$ cat src/rtl/alu_result_stage.sv
// Result stage behind the 32-bit ALU: in-order result FIFO feeding write-back,
// plus the architected HI/LO and C/V/N/Z registers, which update when an entry retires.
module alu_result_stage #(
  parameter int unsigned DEPTH = 2,
  parameter int unsigned PTR_W = 1
) (
  input  logic        clk,
  input  logic        reset,
  input  logic        in_valid,
  output logic        in_ready,
  input  logic [4:0]  fs,
  input  logic [1:0]  sel,
  input  logic [31:0] y_hi,
  input  logic [31:0] y_lo,
  input  logic        c,
  input  logic        v,
  input  logic        n,
  input  logic        z,
  input  logic        wr_en,
  input  logic [4:0]  wr_addr,
  output logic        out_valid,
  input  logic        out_ready,
  output logic [31:0] out_y,
  output logic        out_wr_en,
  output logic [4:0]  out_wr_addr,
  output logic [31:0] hi,
  output logic [31:0] lo,
  output logic [3:0]  flags,
  output logic        ovf_trap
);

  localparam int unsigned CNT_W    = PTR_W + 1;
  localparam logic [4:0]  FS_ADD   = 5'h02;
  localparam logic [4:0]  FS_SUB   = 5'h04;
  localparam logic [4:0]  FS_MUL   = 5'h1E;
  localparam logic [4:0]  FS_DIV   = 5'h1F;
  localparam logic [1:0]  SEL_MFHI = 2'b01;
  localparam logic [1:0]  SEL_MFLO = 2'b10;

  typedef struct packed {
    logic [4:0]  fs;
    logic [1:0]  sel;
    logic [31:0] y_hi;
    logic [31:0] y_lo;
    logic        c;
    logic        v;
    logic        n;
    logic        z;
    logic        wr_en;
    logic [4:0]  wr_addr;
    logic        trap;
  } entry_t;

  entry_t             mem [DEPTH];
  logic [PTR_W-1:0]   wr_ptr;
  logic [PTR_W-1:0]   rd_ptr;
  logic [CNT_W-1:0]   count;

  entry_t             in_entry_c;
  entry_t             head_c;
  logic               push_c;
  logic               pop_c;
  logic               in_muldiv_c;
  logic               head_muldiv_c;
  logic               head_mf_c;

  assign in_ready  = (count != CNT_W'(DEPTH));
  assign out_valid = (count != '0);
  assign push_c    = in_valid && in_ready;
  assign pop_c     = out_valid && out_ready;
  assign head_c    = mem[rd_ptr];

  // MUL/DIV leave C/V undefined on the ALU side, so they are forced to 0 on capture.
  always_comb begin
    in_muldiv_c        = (fs == FS_MUL) || (fs == FS_DIV);
    in_entry_c         = '0;
    in_entry_c.fs      = fs;
    in_entry_c.sel     = sel;
    in_entry_c.y_hi    = y_hi;
    in_entry_c.y_lo    = y_lo;
    in_entry_c.c       = in_muldiv_c ? 1'b0 : c;
    in_entry_c.v       = in_muldiv_c ? 1'b0 : v;
    in_entry_c.n       = n;
    in_entry_c.z       = z;
    in_entry_c.wr_en   = wr_en;
    in_entry_c.wr_addr = wr_addr;
    in_entry_c.trap    = ((fs == FS_ADD) || (fs == FS_SUB)) && v;
  end

  // Pointer and occupancy bookkeeping.
  always_ff @(posedge clk or negedge reset) begin
    if (!reset) begin
      wr_ptr <= '0;
      rd_ptr <= '0;
      count  <= '0;
    end else begin
      if (push_c) wr_ptr <= wr_ptr + PTR_W'(1);
      if (pop_c)  rd_ptr <= rd_ptr + PTR_W'(1);
      case ({push_c, pop_c})
        2'b10:   count <= count + CNT_W'(1);
        2'b01:   count <= count - CNT_W'(1);
        default: count <= count;
      endcase
    end
  end

  // Payload storage needs no reset; validity is tracked by count.
  always_ff @(posedge clk) begin
    if (push_c) mem[wr_ptr] <= in_entry_c;
  end

  always_comb begin
    head_muldiv_c = (head_c.fs == FS_MUL) || (head_c.fs == FS_DIV);
    head_mf_c     = (head_c.sel == SEL_MFHI) || (head_c.sel == SEL_MFLO);
  end

  // Architected state changes only when the head retires.
  always_ff @(posedge clk or negedge reset) begin
    if (!reset) begin
      hi       <= '0;
      lo       <= '0;
      flags    <= '0;
      ovf_trap <= 1'b0;
    end else begin
      ovf_trap <= pop_c && head_c.trap;
      if (pop_c) begin
        if (head_muldiv_c) begin
          hi <= head_c.y_hi;
          lo <= head_c.y_lo;
        end
        if (!head_mf_c) flags <= {head_c.c, head_c.v, head_c.n, head_c.z};
      end
    end
  end

  // MFHI/MFLO read the architected registers, which already hold every older MUL/DIV.
  always_comb begin
    out_y       = head_c.y_lo;
    out_wr_en   = head_c.wr_en && !head_c.trap;
    out_wr_addr = head_c.wr_addr;
    case (head_c.sel)
      SEL_MFHI: out_y = hi;
      SEL_MFLO: out_y = lo;
      default:  out_y = head_c.y_lo;
    endcase
  end

endmodule
$ cat config.mk
export PLATFORM = sky130hd
export DESIGN_NAME = alu_result_stage
export DESIGN_NICKNAME = d
export VERILOG_FILES = /design/src/rtl/alu_result_stage.sv
export SDC_FILE = /design/constraint.sdc
export NUM_CORES = 1
export LEC_CHECK = 0
export CORE_MARGIN = 2
export CORE_UTILIZATION = 51
export DETAILED_ROUTE_END_ITERATION = 6
export HOLD_SLACK_MARGIN = 0.1
export PLACE_DENSITY = 0.8
export SETUP_SLACK_MARGIN = 0.1
export SLEW_MARGIN = 20
export SYNTH_ARGS = -nofsm -noshare
export SYNTH_HDL_FRONTEND = slang
export SYNTH_SLANG_ARGS = --single-unit
$ cat constraint.sdc
create_clock -name clk -period 6.5 [get_ports clk]
set_clock_uncertainty 0.1 [all_clocks]
set_input_delay 1.3 -clock clk [delete_from_list [all_inputs] [get_ports clk]]
set_output_delay 1.3 -clock clk [all_outputs]
set_load 0.005 [all_outputs]
Yosys cells after proc, flatten, opt, wreduce, memory -nomap -nowiden:

Memories as Yosys holds them, arrays and structs flattened.
Index checks and enable logic that the tools add are counted.

* register bits: 73
* RAM bits: 164
* bits of input ports: 85
* word-level logic and storage cells: 44
* memories: 1

Memories
* mem: words 2, width 82, read ports 1, clocked after Yosys merged registers in 0, write ports 1, RTL line 54 `entry_t mem [DEPTH];`

* $add $sub $neg: 4
* equality and inequality tests: 11
* multiplexer cells: 6
* bitwise operators: 1
* reduce and logical (&&, ||, !) cells: 14

Operators by type and width (number)
* one-hot mux 32 bit (2 select lines): 1
* == test 5 bit, second input constant: 4
* == test 5 x 2 -> 1 bit, second input constant: 1
* == test 5 x 3 -> 1 bit, second input constant: 1
* logical AND 1 bit: 5
* == test 2 x 1 -> 1 bit, second input constant: 2
* == test 2 bit, second input constant: 2
* logical OR 1 bit: 4
* two-way mux 1 bit: 4
* one-hot mux 2 bit (2 select lines): 1
* AND reduction 2 bit: 2
* nonzero test 2 bit: 2
* adder 1 bit, second input constant: 2
* adder 2 x 1 -> 2 bit, second input constant: 1
* inequality test 2 bit, second input constant: 1
* subtractor 2 x 1 -> 2 bit, second input constant: 1
* logical NOT 1 bit: 1
* inverter 1 bit: 1

Depth between registers and ports, before layout:

Gate-level depths: netlist of run 1.
An unclocked memory read counts as a cell.

* depth after elaboration: 5
* depth in mapped cells: 10

Least setup slack after synthesis of run 1:

No wires, ideal clock.

* path type: in2reg
* start: input in_valid
* end: memory mem[0][0] (netlist bit), enable pin
* data arrival time: 4772 ps
* path slack: 1107 ps
* stages: 2
* buffers on the path: 0
* cells stage by stage: nand2_1 > nor2_1

* longest elaborated chain between the ends: 3

Ends and longest elaborated chain
* start, declared: RTL line 9 `input logic in_valid,`
* logical AND 1 bit: RTL line 69 `assign push_c = in_valid && in_ready;`
* two-way mux 1 bit: RTL line 109 `if (push_c) mem[wr_ptr] <= in_entry_c;`
* two-way mux 1 bit (not written as such): RTL line 109
* end, declared: RTL line 54

No other way between the ends.

Final worst setup path of run 1:

* start: register rd_ptr
* end: output out_y[14]

* longest elaborated chain between the ends: 3

Ends and longest elaborated chain
* start, declared: RTL line 56 `logic [PTR_W-1:0] rd_ptr;`
* start signal, assigned: RTL line 98 `if (pop_c) rd_ptr <= rd_ptr + PTR_W'(1);`
* memory (2 x 82 bit) (*)
* == test 2 bit / == test 2 x 1 -> 1 bit (equally long branches): RTL line 141 `case (head_c.sel)`
* one-hot mux 32 bit (2 select lines) (*): RTL line 141
* end, declared: RTL line 23 `output logic [31:0] out_y,`

Mark *: on every way between the ends. The rest lies on a longest branch, timed or not.

==> results.md, run 1 <==
Place:
- The total half-perimeter wirelength after legalization and detailed placement is 13400 um.
- The post-placement setup slack is 1.98 ns.
- The weighted congestion reported at the end of routability-driven placement is 0.768.
- The number of I/O port buffers is 193.

Die:
- The placeable core region is 0.0180 sq mm.
- The cell row count is 49.
- The floorplan step set the die width to 140 um.
- The effective utilization at floorplan is 52.0%.
- The floorplan step set the die height to 140 um.
- The die footprint is 0.0195 sq mm.
- The number of I/O pins is 194.

Critical path:
- In this design, the largest share of critical-path delay is due to buffers and inverters.
- Along the worst path, the maximum fanout reaches 38.
- The launching point of the worst reg2reg path is rd_ptr.
- Walking the worst path, the cells encountered are mux2i_1 > ha_1 > buf_4 > a22oi_1 > o21ai_0 > clkdlybuf4s50_1.
- The end point of the critical path is out_y[14].
- The endpoint required time on the critical path is 5.10 ns.
- The worst stage delay on the critical path is 0.80 ns.
- The kind of capture point of the worst setup path is a primary output.
- The launching instance or port of the critical path is rd_ptr.
- The total stage count of the critical path is 6.
- Counting cells, the worst reg-to-reg path comes to 7.
- The worst register-to-register path has a setup slack of 2.89 ns.
- On the critical path, the stage with the largest delay is an instance of dfrtp_4.
- At the worst endpoint, the arrival time is 3.75 ns.
- In this run the critical register-to-register path is captured at lo[10].
- The type of the worst setup path is flop to primary output.
- The type of origin of the critical path is a flop.
- The combined buffer and inverter count along the critical path is 2.

Power and ir drop:
- Dividing total power by cell area gives a power density of 500 mW/mm^2.
- The reported leakage power is 4.62 nW.
- Across the VDD grid, the largest voltage drop is 0.000321 V.
- The total power after layout is 0.00613 W.

STA:
- Setup violations remaining at the end of the flow were counted as 0.
- Headroom to the max-slew limit came out at 50.7%.
- The number of pins with negative max-slew slack in the final report was 0.
- The slew at the pin closest to its max-slew limit is 0.739 ns.
- The number of failing hold endpoints at the final stage is 0.
- The final worst-path setup slack is 1.35 ns.
- The maximum achievable frequency is 194 MHz.
- The final critical delay including setup and external delays is 5.15 ns.
- The final total negative setup slack is 0 ns.
- Setup repair after global routing left no endpoint under its margin.
- Of the available clock period, the critical path in the final layout requires 79.2%.

Yosys:
- The cell count after synthesis is 589.
- The biggest area contributor in the post-synthesis netlist is edfxtp_1.
- The synthesized net count is 677.
- By area the synthesized netlist is led by edfxtp_1, dfrtp_1, mux2_4, mux2_2, mux2i_1.
- In this run, synthesis produced a sequential element count of 235.
- The synthesized netlist contains 32 unique library cells.
- Sequential elements use 71.4% of the synthesized area.
- The synthesized area divided by synthesized cell count is 15.9 sq um.
- The share of synthesized area in the top cell type comes to 51.9%.
- For this run, the number of Yosys warnings is 0.
- The cell area that synthesis handed to floorplanning was 0.00937 sq mm.

Route:
- The pre-antenna-repair detailed-routing pass consisted of 4 iterations.
- The first-iteration detailed-routing DRC count is 293.
- The average via count per standard cell is 5.57.
- In the routed design, unresolved DRC markers number 0.
- The final layout contains routed wiring with a total length of 21100 um.
- The total number of vias is 5686.
- The detail route stage leaves a number of antenna-violating nets equal to 0.
- In the final routed layout, each cell accounts on average for 20.7 um.

Final layout:
- The final layout contains 860 nets.
- The final cell utilization of the core is 68.0%.
- Cells with a size suffix above 1 make up 15.4% of the layout.
- Counting the fill cells in the layout gives 1210.
- From synthesis to final layout, the design area changed by 30.8%.

Clock tree:
- The number of hold buffers added after CTS was 0.
- The clock latency on the worst-skew pair is 0.51 ns.
- The number of buffers created by CTS is 24.
- CTS built an H-tree with a depth of 1.
- The buffer count from post-CTS setup fixing is 0.
- The buffer type at the clock tree root is clkbuf_16.
- The number of gates resized after CTS was 0.
- The clock transition at the registers of the reported paths is 0.06 ns.
- The clock tree buffer depth is 3.
- The total number of clock tree sinks is 235.
- TritonCTS built the clock tree.

Status:
- The run finished with clean final reports.

GRT:
- The via count of the first global-routing pass is 5920.
- The remaining global-route overflow is 0.
- The first global-routing pass estimated 32800 um of wire.
- The all-layer global routing usage is 21.5%.
- The largest net degree at the start of global routing is 74.
- The number of antenna violations at the first check in global routing came to 2.

Min path:
- The path class of the tightest hold or removal check is flop to flop.

Job:
- The total of max-cap violations is 0.
power by group:
group	switching, W	leakage [nW]	internal [W]
Combinational	0.00100	1.85	0.00129
Clock	0.000539	0.395	0.000848
Sequential	0.000341	2.38	0.00211
flip-flops by register name, summed over array words and instances, names as in the netlist:
signal / flops
count: 2
flags: 4
hi: 32
lo: 32
mem: 162
ovf_trap: 1
rd_ptr: 1
wr_ptr: 1
Yosys cell counts:
library cell  count
nand2_2           1
o21a_1            1
clkbuf_1         14
or2_2             1
buf_4            13
nand4_1           2
buf_2            14
nor2_1            3
nand2b_1          2
edfxtp_1        162
mux2i_1          39
buf_6             3
o22ai_2           1
and2_1            2
a21oi_1          32
xnor2_1           4
a22oi_1          32
ha_1              3
a32o_1            1
o21ai_0          36
nand2_1          39
mux2_2           39
nor4_1            1
a31oi_1          32
nor2b_1           1
nand3_1           1
dfrtp_1          73
mux2_4           30
and3_1            1
inv_1             3
buf_1             1
xor2_1            2
worst min-delay path by stage:
stage	startpoint	endpoint	slack [ns]	cells past startpoint
after global routing	flags[3]	flags[3]	0.45	2
final	flags[1]	flags[1]	0.39	2
after global placement	flags[0]	flags[0]	0.37	2
after detailed placement	flags[1]	flags[1]	0.38	2
after CTS	flags[1]	flags[1]	0.39	2
after floorplan	wr_ptr	wr_ptr	0.36	1
layout make-up:
class	instances	area, sq um	share of cell area [%]
antenna	2	5.00	0.0408
sequential	235	6700	54.6
inverter	3	11.3	0.0918
clock inverter	8	115	0.939
multi-input combinational	306	2450	19.9
clock buffer	36	687	5.60
tap	229	287	2.34
timing repair buffer	202	2020	16.4
tightest hold or removal path: stages (launching register included):
cell	delay [ns]
dfrtp_1	0.35
nand2_1	0.05
o21ai_0	0.06
cells in the final DEF (no fill, tap or decap), types with 5 or more instances in the layout:
cell type and n:
a21oi_1 32, a22oi_1 32, a31oi_1 32, buf_4 9, clkbuf_1 9, clkbuf_16 25, clkdlybuf4s50_1 192, clkinv_2 5
dfrtp_1 72, edfxtp_1 162, mux2_2 39, mux2_4 30, mux2i_1 39, nand2_1 39, o21ai_0 36
logic make-up after synthesis:
kind of cell,count (synthesis),share of synthesized area [%]
adders and majority gates,3,0.401
xor gates and xnor gates,6,0.561
DFF,235,71.4
muxes,108,13.7
AOI/OAI and AO/OA,135,8.65
and+or+nand+nor,54,2.47
buffers and inverters,48,2.87
per-stage QoR:
stage | instances | hold slack [ns] | cell area, sq um
2_1_floorplan | 589 | 0.361 | 9370
3_3_place_gp | 974 | 0.369 | 11400
3_5_place_dp | 974 | 0.378 | 11400
4_1_cts | 1018 | 0.393 | 12200
5_1_grt | 1020 | 0.446 | 12300
6_report | 1021 | 0.388 | 12300
routing by layer:
metal	track usage (%)	vias up	wire, um
met5	0	-	0
met1	28.9	2829	8850
met4	7.68	0	667
met3	4.13	48	1200
met2	35.2	188	10400
li1	-	2621	-
(Power assumes the default switching activity.)
==> inputs of run 2 (changes only) <==
==> constraint.sdc (replaced) <==
create_clock -name clk -period 5.1 [get_ports clk]
set_clock_uncertainty 0.1 [all_clocks]
set_input_delay 1.02 -clock clk [delete_from_list [all_inputs] [get_ports clk]]
set_output_delay 1.02 -clock clk [all_outputs]
set_load 0.005 [all_outputs]
==> run 2 against run 1 <==
Net effect: register-to-register slack got worse by 0.60 ns; final cell count about the same; first-iteration DRC count increased by 42%; worst setup slack got worse by 0.41 ns; hold slack improved by 0.0097 ns.
==> results.md, run 2 (synthesis gave the netlist of run 1 again) <==
Status:
- The run finished with clean final reports.

Critical path:
- The worst setup path is of the flop to primary output kind.
- STA classifies the critical path startpoint as a flop.
- Walking the worst path, the cells encountered are mux2i_1 > ha_4 > a22oi_1 > o21ai_0 > clkdlybuf4s50_1.
- The endpoint required time on the critical path is 3.98 ns (-1.12 ns).
- The worst stage delay on the critical path is 0.60 ns (-0.20 ns).
- The highest fanout seen on the critical path came to 32 (-16%).
- The highest-delay cell along the critical path is dfrtp_4.
- The kind of capture point of the worst setup path is a primary output.
- The data arrival time at the worst-slack endpoint is 3.03 ns (-0.72 ns).

GRT:
- The all-layer global routing usage is 21.4% (-0.070 points).
- The via count of the first global-routing pass was 5981 (+1.0%).
- The largest net degree at the start of global routing is 74 (unchanged).
- The remaining global-route overflow is 0 (unchanged).
- The number of antenna violations at the first check in global routing was 1 (-1).
- The wire length of the first global-routing pass is 32800 um (+0.15%).

Final layout:
- The commonest non-fill, non-tap cell in the layout is clkdlybuf4s50_1.
- The number of flip-flops under the largest register name was 162 (unchanged).
- The layout overhead on the synthesized area is 30.9% (about the same).
- The top cell types in the final layout, fill and taps aside, are clkdlybuf4s50_1, edfxtp_1, dfrtp_1.
- The largest registers in the layout are mem: 162 flops, hi: 32 flops, lo: 32 flops.
- The most flop-heavy register is mem.
- The fraction of final layout cells with drive strength greater than 1 is 15.8% (+0.38 points).
- The filler cell count in the final layout is 1201 (-0.74%).
- The number of nets in the final layout is 861 (+0.12%).
- The summed area of non-filler cells in the final layout is 0.0123 sq mm (about the same).

STA:
- The worst slew slack as a fraction of its limit is 43.9% (-6.8 points).
- After layout, the minimum clock period comes to 4.15 ns.
- The final total negative setup slack was 0 ns (unchanged).
- The number of pins with negative max-slew slack in the final report is 0 (unchanged).
- The slew at the pin closest to its max-slew limit is 0.841 ns (+0.102 ns).
- The setup violation total in the final timing report is 0 (unchanged).
- The worst path uses 81.5% of the clock period.
- Setup repair after global routing left no endpoint under its margin.
- The maximum achievable frequency is 241 MHz.
- The number of failing hold endpoints at the final stage came to 0 (unchanged).

Clock tree:
- The total of cells resized after clock tree synthesis is 0 (unchanged).
- The clock tree buffer depth came to 3 (unchanged).
- The quantity of hold-fixing buffers added after cts is 0 (unchanged).
- The clock transition at the registers of the reported paths was 0.06 ns (about the same).
- The number of buffers created by CTS came to 24 (unchanged).
- Clock tree synthesis selected as its root buffer the cell clkbuf_16.
- The total number of H-tree levels came to 1 (unchanged).
- The total number of clock tree sinks was 235 (unchanged).
- The buffer count from post-CTS setup fixing was 0 (unchanged).
- The clock latency on the worst-skew pair came to 0.51 ns (about the same).
- The CTS tree is built.

Place:
- The weighted congestion reported at the end of routability-driven placement is 0.801 (+4.3%).
- The number of I/O port buffers is 193 (unchanged).
- The placement-stage cell area is 0.0114 sq mm (+0.13%).
- The total half-perimeter wirelength after legalization and detailed placement is 13500 um (+0.66%).

Power and ir drop:
- The fraction of power consumed by combinational cells is 37.7% (+0.3 points).
- The part of the power in registers is 39.3% (-0.7 points).
- The switching share of power is 30.9% (+0.21 points).
- The power per cell area was 640 mW/mm^2 (+28%).
- The worst-case vdd ir drop came to 0.000375 V (+17%).
- The relative contribution of the clock network to total power is 22.9% (+0.3 points).
- The cell-internal power is 0.00543 W (+28%).
- The reported leakage power is 4.63 nW (+0.11%).
- The power spent charging and discharging nets was 0.00243 W (+29%).

Die:
- The die boundary height is 140 um (unchanged).
- The cell row count is 49 (unchanged).
- The number of I/O pins is 194 (unchanged).
- The effective utilization at floorplan was 52.0% (unchanged).
- The die footprint is 0.0195 sq mm (unchanged).
- The placeable core region is 0.0180 sq mm (unchanged).
- The die width is 140 um (unchanged).

Route:
- The average via count per standard cell came to 5.67 (+1.8%).
- The number of nets still failing antenna checks after routing was 0 (unchanged).
- The sum of routed wire length over all layers is 21500 um (+2.0%).
- The iteration count of the initial detailed-routing pass is 6 (+2).
- The number of design rule violations left after detail routing is 0 (unchanged).
- The first-iteration detailed-routing DRC count is 416 (+42%).
- The total number of vias is 5780 (+1.7%).
- The routed wire length per instance is 21.1 um (+2.1%).

Job:
- The total of max-cap violations came to 0 (unchanged).

Min path:
- The path class of the lowest-slack min-delay path is flop to flop.
[run 2: worst max-delay path, delay by kind of cell (launching register included)]
kind	cells	cell delay, ns
muxes	1	0.38
AOI/OAI and AO/OA	2	0.46
adders and majority gates	1	0.50
buffers and inverters	1	0.56
DFF	1	0.60
[run 2: final timing paths]
kind	from	to	slack (ns)	cells after the start
setup / recovery	rd_ptr	out_y[9]	0.95	5
hold / removal	flags[3]	flags[3]	0.40	2
setup reg to reg	rd_ptr	hi[13]	2.29	6
hold reg to reg	flags[3]	flags[3]	0.40	2
max in group asynchronous	reset	rd_ptr	3.88	1
min in group asynchronous	reset	count[1]	0.45	1
[run 2: final cells by class]
| type | count | area, sq um | area share [%] |
|---|---|---|---|
| Antenna cell | 1 | 2.50 | 0.0204 |
| Clock buffer | 30 | 674 | 5.49 |
| Clock inverter | 13 | 149 | 1.21 |
| Inverter | 3 | 11.3 | 0.0918 |
| Multi-Input combinational cell | 306 | 2450 | 19.9 |
| Sequential cell | 235 | 6700 | 54.6 |
| Tap cell | 229 | 287 | 2.33 |
| Timing Repair Buffer | 203 | 2010 | 16.4 |
[run 2: power groups by stage]
stage                     Sequential, W  Clock, W  Combinational, W
final                           0.00309   0.00180           0.00296
after global routing            0.00315   0.00190           0.00319
after CTS                       0.00309   0.00184           0.00297
after detailed placement        0.00311         0           0.00294
after global placement          0.00308         0           0.00288
after floorplan                 0.00301         0           0.00152
[run 2: per-stage QoR]
stage	total power, W	hold WS (ns)	setup slack [ns]	utilization, %	cells
6_report	0.00785	0.398	0.945	68.1	1020
5_1_grt	0.00824	0.427	0.800	68.1	1020
4_1_cts	0.00790	0.393	0.577	68.0	1019
3_5_place_dp	0.00606	0.380	1.13	63.4	976
3_3_place_gp	0.00596	0.375	1.22	63.4	976
2_1_floorplan	0.00453	0.373	1.35	-	589
[run 2: routing by layer]
| layer | wire [um] | GRT usage (%) | part of all wire, % | up-vias |
|---|---|---|---|---|
| met1 | 8760 | 28.4 | 41 | 2860 |
| met5 | 0 | 0 | 0 | - |
| met4 | 661 | 7.42 | 3.1 | 0 |
| met2 | 10600 | 36.0 | 49 | 251 |
| li1 | - | - | - | 2624 |
| met3 | 1470 | 3.65 | 6.8 | 45 |
